## src/rtl/oversample_multi.sv

```systemverilog
// oversample_multi: multi-channel power-of-two oversampling decimator for the XADC stream.
// Each channel accumulates 2^L samples and emits one full-scale-normalised result.
module oversample_multi #(
    parameter int SAMPLE_W = 12,
    parameter int MAX_LOG2 = 8,
    parameter int NCH      = 2,
    parameter int CH_W     = 1
) (
    input  logic                           clk,
    input  logic                           reset_n,
    input  logic [SAMPLE_W-1:0]            sample,
    input  logic [CH_W-1:0]                sample_ch,
    input  logic                           eoc,
    input  logic [3:0]                     ratio_sel,
    input  logic                           clear,
    output logic [SAMPLE_W+MAX_LOG2/2-1:0] oversample,
    output logic [CH_W-1:0]                out_ch,
    output logic                           done
);
    localparam int ACC_W = SAMPLE_W + MAX_LOG2;
    localparam int OUT_W = SAMPLE_W + MAX_LOG2 / 2;
    localparam int CW    = MAX_LOG2 + 1;

    logic [ACC_W-1:0]    acc [NCH];
    logic [MAX_LOG2-1:0] cnt [NCH];
    logic [3:0]          lat [NCH];
    logic [NCH-1:0]      hit;
    logic [ACC_W-1:0]    acc_s, sum, sh;
    logic [MAX_LOG2-1:0] cnt_s;
    logic [3:0]          lat_s, req_l, cur_l;
    logic                fin;

    // Only the addressed channel's state matters, so one shared datapath serves all channels.
    always_comb begin
        req_l = ratio_sel > 4'(MAX_LOG2) ? 4'(MAX_LOG2) : ratio_sel;
        hit   = '0;
        acc_s = '0;
        cnt_s = '0;
        lat_s = '0;
        for (int i = 0; i < NCH; i++) begin
            hit[i] = eoc && !clear && sample_ch == CH_W'(i);
            if (sample_ch == CH_W'(i)) begin
                acc_s = acc[i];
                cnt_s = cnt[i];
                lat_s = lat[i];
            end
        end
        cur_l = cnt_s == '0 ? req_l : lat_s;
        sum   = acc_s + ACC_W'(sample);
        fin   = ({1'b0, cnt_s} + CW'(1)) == (CW'(1) << cur_l);
        sh    = sum << (4'(MAX_LOG2) - cur_l);
    end

    always_ff @(posedge clk or negedge reset_n) begin
        if (!reset_n) begin
            oversample <= '0;
            out_ch     <= '0;
            done       <= 1'b0;
            for (int i = 0; i < NCH; i++) begin
                acc[i] <= '0;
                cnt[i] <= '0;
                lat[i] <= '0;
            end
        end else begin
            done <= |hit && fin;
            if (|hit && fin) begin
                oversample <= OUT_W'(sh >> (ACC_W - OUT_W));
                out_ch     <= sample_ch;
            end
            for (int i = 0; i < NCH; i++) begin
                if (clear) begin
                    acc[i] <= '0;
                    cnt[i] <= '0;
                end else if (hit[i]) begin
                    if (cnt[i] == '0) lat[i] <= req_l;
                    acc[i] <= fin ? '0 : sum;
                    cnt[i] <= fin ? '0 : cnt[i] + 1'b1;
                end
            end
        end
    end
endmodule

```

## config.mk

```make
export PLATFORM = sky130hd
export DESIGN_NAME = oversample_multi
export DESIGN_NICKNAME = d
export VERILOG_FILES = /design/src/rtl/oversample_multi.sv
export SDC_FILE = /design/constraint.sdc
export NUM_CORES = 1
export LEC_CHECK = 0
export BUFFER_PORTS_ARGS = -buffer_cell sky130_fd_sc_hd__buf_2
export CAP_MARGIN = 30
export CORE_MARGIN = 8
export CORE_UTILIZATION = 45
export DETAILED_ROUTE_END_ITERATION = 16
export GPL_TIMING_DRIVEN = 0
export HOLD_SLACK_MARGIN = 0.1
export PLACE_DENSITY = 0.74
export SLEW_MARGIN = 10
export SYNTH_ARGS = -nofsm -noshare
export SYNTH_HDL_FRONTEND = slang
export SYNTH_SLANG_ARGS = --single-unit
```

## constraint.sdc

```tcl
create_clock -name clk -period 3.9 [get_ports clk]
set_clock_uncertainty 0.05 [all_clocks]
set_input_delay 0.39 -clock clk [delete_from_list [all_inputs] [get_ports clk]]
set_output_delay 0.39 -clock clk [all_outputs]
set_load 0.01 [all_outputs]
```

Word-level counts from Yosys, hierarchy flattened
Index checks and enable logic that the tools add are counted.
- magnitude comparators: 1
- add/subtract/negate cells: 5
- bitwise operators: 2
- eq/ne operators: 1
- mux-type cells: 16
- shift-type cells: 2
- reduce and logical (&&, ||, !) cells: 13
- operators with widths (cell ; count):
    20-bit two-way mux ; 6
    8-bit two-way mux ; 7
    8-bit logical NOT ; 3
    20-bit by 12-bit adder with 20-bit output ; 1
    20-bit by 4-bit left shift with 20-bit output ; 1
    8-bit by 1-bit adder with 8-bit output, second input constant ; 2
    4-bit two-way mux ; 3
    8-bit by 1-bit adder with 9-bit output, second input constant ; 1
    9-bit == test ; 1
    1-bit by 4-bit left shift with 9-bit output, first input constant ; 1
    3-bit AND reduction ; 2
    4-bit greater-than comparator, second input constant ; 1
    1-bit logical AND ; 4
    2-bit nonzero test ; 2
    4-bit subtractor, first input constant ; 1
    1-bit inverter ; 2
    2-bit OR reduction ; 1
    1-bit logical NOT ; 1
- input bits: 21
- word-level logic and storage cells: 49
- bits in registers: 82
- output and inout bits: 18

Longest topological paths before layout
- word-level depth: 8
- gate-level depth with buffers: 25

Worst setup path after synthesis
OpenSTA, ideal clock, no wires.
- path type: input-to-reg
- start point: input port sample_ch
- end point: register oversample[12]
- required time: 3.721 ns
- slack: -1.575 ns
- buffers on the path: 6
- stages on the path: 19
- arrival: 5.296 ns
- path through: buf_2 buf_2 buf_2 buf_1 clkbuf_1 buf_1 mux2_2 ha_1 fa_1 a211oi_1 o21ai_0 a2111oi_0 nor2_1 xor2_1 a21oi_1 o21ai_0 o21ai_0 a221oi_1 a21oi_1
- cells in the longest elaborated chain, start to end: 6
- elaborated cells on any way between the ends: 16
- those cells by class: add/sub: 3; eq/ne: 1; shift: 2; mux: 4; bitwise: 1; reduce/logical: 5
- ends and longest elaborated chain (item ; line ; source):
    start, declared ; 12 ; input logic [CH_W-1:0] sample_ch,
    parallel branches: the longest is 6 deep, another holds 20-bit by 12-bit adder with 20-bit output ; - ;
    end signal, assigned ; 67 ; oversample <= OUT_W'(sh >> (ACC_W - OUT_W));
    end, declared ; 16 ; output logic [SAMPLE_W+MAX_LOG2/2-1:0] oversample,
Several ways; the timed one is not identified.
A chain may end at the register's enable or synchronous reset.

Final worst setup path
- start point: register cnt[13] (netlist bit)
- end point: register out_ch
- cells in the longest elaborated chain, start to end: 6
- elaborated cells on any way between the ends: 7
- those cells by class: add/sub: 1; eq/ne: 1; shift: 1; mux: 2; reduce/logical: 2
- ends and longest elaborated chain (item ; line ; source):
    start, declared ; 25 ; logic [MAX_LOG2-1:0] cnt [NCH];
    start signal, assigned by index ; 77 ; cnt[i] <= fin ? '0 : cnt[i] + 1'b1;
    8-bit two-way mux (*) ; 42 ; if (sample_ch == CH_W'(i)) begin
    parallel branches: the longest is 3 deep, another holds 8-bit by 1-bit adder with 9-bit output ; - ;
    9-bit == test (*) ; 50 ; fin = ({1'b0, cnt_s} + CW'(1)) == (CW'(1) << cur_l);
    1-bit logical AND (*) ; 66 ; if (|hit && fin) begin
    end signal, assigned ; 68 ; out_ch <= sample_ch;
    end, declared ; 17 ; output logic [CH_W-1:0] out_ch,
Every way passes the cells marked *.

==> summary.txt <==
status: complete, but fails checks
failing checks: negative setup slack
CP endpoint kind: flop
# placed instances: 851
Setup WS post-layout: -0.0153 ns
Worst Setup EP: out_ch
vias per std cell: 6.06
Avg Cell Area, Syn: 9.04 um2
clk buf depth: 2
# diodes: 0
vias in the first global route: 5,627
Syn-to-layout area delta: 29.1%
initial antenna violation count: 0
Cell Area, Synth: 0.00580 mm2
CP Max Fanout: 5
clock sinks: 82
Finished Core Util: 59.3%
die width: 130 um
commonest cells in the netlist: 82 x dfrtp_1, 71 x nand2_1, 45 x nor2_1
Vias: 5,524
kind of critical path: reg -> reg
max-slew violations: 0
Synth cell types: 69
Reg-to-Reg Start: cnt[13]
H-tree levels: 3
Startpoint Class: flop
number of synthesized flops with an enable pin: 0
Post-DP HPWL: 12,100 um
Syn Inst Count: 641
total track usage: 21.0%
HP Class: in -> reg
Final Critical Period: 3.92 ns
Num CTS Buffers: 9
hold slack: 0.358 ns
final hold viol count: 0
First-pass DRT Iterations: 5
ys async rst share: 100%
RR Endpoint: out_ch
routability-driven placement congestion ratio: 0.960
die area: 0.0168 mm2
Tightest Pin Transition: 1.25 ns
Final setup viols: 5
Main synth FF type: dfrtp_1
drt drc: 0
Starting DRT DRC Count: 511
pwr/cell area: 472 mW/mm2
Syn. warnings: 0
Seq/Total Area, Yosys: 35.4%
cell taking the most area after synthesis: dfrtp_1
Syn Nets: 687
post-route insts no fill: 911
CP Launch Point: cnt[13]
Synth top area share: 35.4%
drt wl/cell: 19.5 um
PortBufs: 36
Max VDD drop: 0.000300 V
layout cell share with drive strength beyond 1: 29.0%
CTS tree: yes
LEAKAGE: 3.28 nW
die height: 130 um
IO Pins: 39
CP required: 4.08 ns
RSZ-0062 raised after global routing: true
most common cell in the netlist: dfrtp_1
Post-Place Setup Slack: -1.29 ns
fill cell count: 1,024
largest net degree at the start of global routing: 48
wire length of the first global-routing pass: 28,100 um
slew margin rel.: 16.0%
Max-Cap Viols: 0
nets@finish: 780
Initial Util: 45.9%
CTS Root Buffer Type: clkbuf_16
Max Freq: 255 MHz
total wire length: 17,700 um
final period utilization: 100%
total negative slack: -0.0511 ns
Clock Latency Late Sink: 0.34 ns
site row count: 41
grt total ovfl: 0
r2r setup slk: -0.02 ns
top cells by area, synth: dfrtp_1 35%, mux2i_1 6.6%, ha_1 5.2%
crit path DAT: 4.09 ns
final antenna-violating net count: 0
depth of the worst register-to-register path: 15
post-synthesis register bit count: 82
Worst-path clk slew: 0.06 ns
CORE AREA: 0.0126 mm2
## flip-flops by register name, indices dropped and copies added (netlist names)
| signal | count |
|---|---|
| acc | 40 |
| lat | 8 |
| oversample | 16 |
| done | 1 |
| cnt | 16 |
| out_ch | 1 |
## repair_timing
action                                  CTS  global route
endpoints found under the setup margin   74            71
gates resized for setup                  32            46
cloned                                    2             2
buffers inserted                         24            18
pin swaps                                20            23
hold buffers                              1             0
hold endpoints to repair                 35             0
## area by class of cell
| type | instances | area [um2] | share of cell area (%) |
|---|---|---|---|
| Tap cell | 172 | 215 | 2.88 |
| Sequential cell | 82 | 2050 | 27.4 |
| Multi-Input combinational cell | 505 | 3880 | 51.9 |
| Clock buffer | 12 | 256 | 3.43 |
| Inverter | 20 | 80.1 | 1.07 |
| Buffer | 31 | 269 | 3.59 |
| Clock inverter | 4 | 50.0 | 0.669 |
| Timing Repair Buffer | 85 | 677 | 9.04 |
## through the flow
step                      cell area, um2  total power [W]
after floorplan                     6010          0.00199
after global placement              6400          0.00235
after detailed placement            6440          0.00239
after CTS                           7080          0.00338
after global routing                7480          0.00370
final                               7480          0.00353
## where the power goes
| part | internal (W) | switching, W | total, W |
|---|---|---|---|
| logic | 0.000661 | 0.000913 | 0.00157 |
| clock network | 0.000531 | 0.000360 | 0.000891 |
| registers | 0.000985 | 0.0000798 | 0.00106 |
## logic make-up after synthesis
kind of cell    share of synthesized area, %
simple gates                            17.2
compound gates                          19.7
flops                                   35.4
mux                                     13.4
buf+inv                                 3.99
xor+xnor                                4.83
fa+ha+maj                               5.53
## layout by cell type, fill, tap and decap left out, types with 5 or more instances in the layout
cell type	n
a21o_1	6
nor4_1	6
and3_1	5
nand2_1	68
o21ai_0	24
xor2_1	13
o21ai_1	25
mux2i_1	37
a211oi_1	8
buf_2	37
mux2_2	23
mux2_4	7
nor2_1	42
nand4_1	9
buf_4	41
inv_1	16
nor2b_1	7
buf_6	8
a22o_1	20
nand2b_1	8
dfrtp_1	80
nor3_1	10
o21ai_2	6
ha_1	18
clkbuf_16	11
xnor2_1	16
a21oi_1	25
clkbuf_1	10
nand3_1	24
## layer usage
metal / up-vias / part of all wire, % / GRT usage [%]
met5: - / 0 / 0
met3: 44 / 6.7 / 4.48
met2: 234 / 48 / 34.7
li1: 2520 / - / -
met4: 0 / 2.7 / 9.43
met1: 2726 / 43 / 26.0
## critical path, stage by stage, from the launching register on
cell and delay [ns]:
dfrtp_2 0.40, or4_4 0.52, nor4_4 0.23, o21ai_4 0.12, buf_6 0.14, nor2_4 0.07
a21o_1 0.14, inv_2 0.07, ha_4 0.16, nand3b_1 0.15, or2_0 0.22, a221o_1 0.33
a311oi_4 0.40, and3_4 0.33, buf_8 0.15, mux2_4 0.30
## how the worst min path moves through the flow
stage / startpoint / to / cells after the start
2_1_floorplan: reset_n / acc[0] / 0
3_3_place_gp: acc[6] / acc[6] / 2
3_5_place_dp: reset_n / oversample[0] / 1
4_1_cts: clear / acc[20] / 2
5_1_grt: ratio_sel[3] / lat[7] / 2
6_report: clear / acc[20] / 2
(Power assumes the default switching activity.)
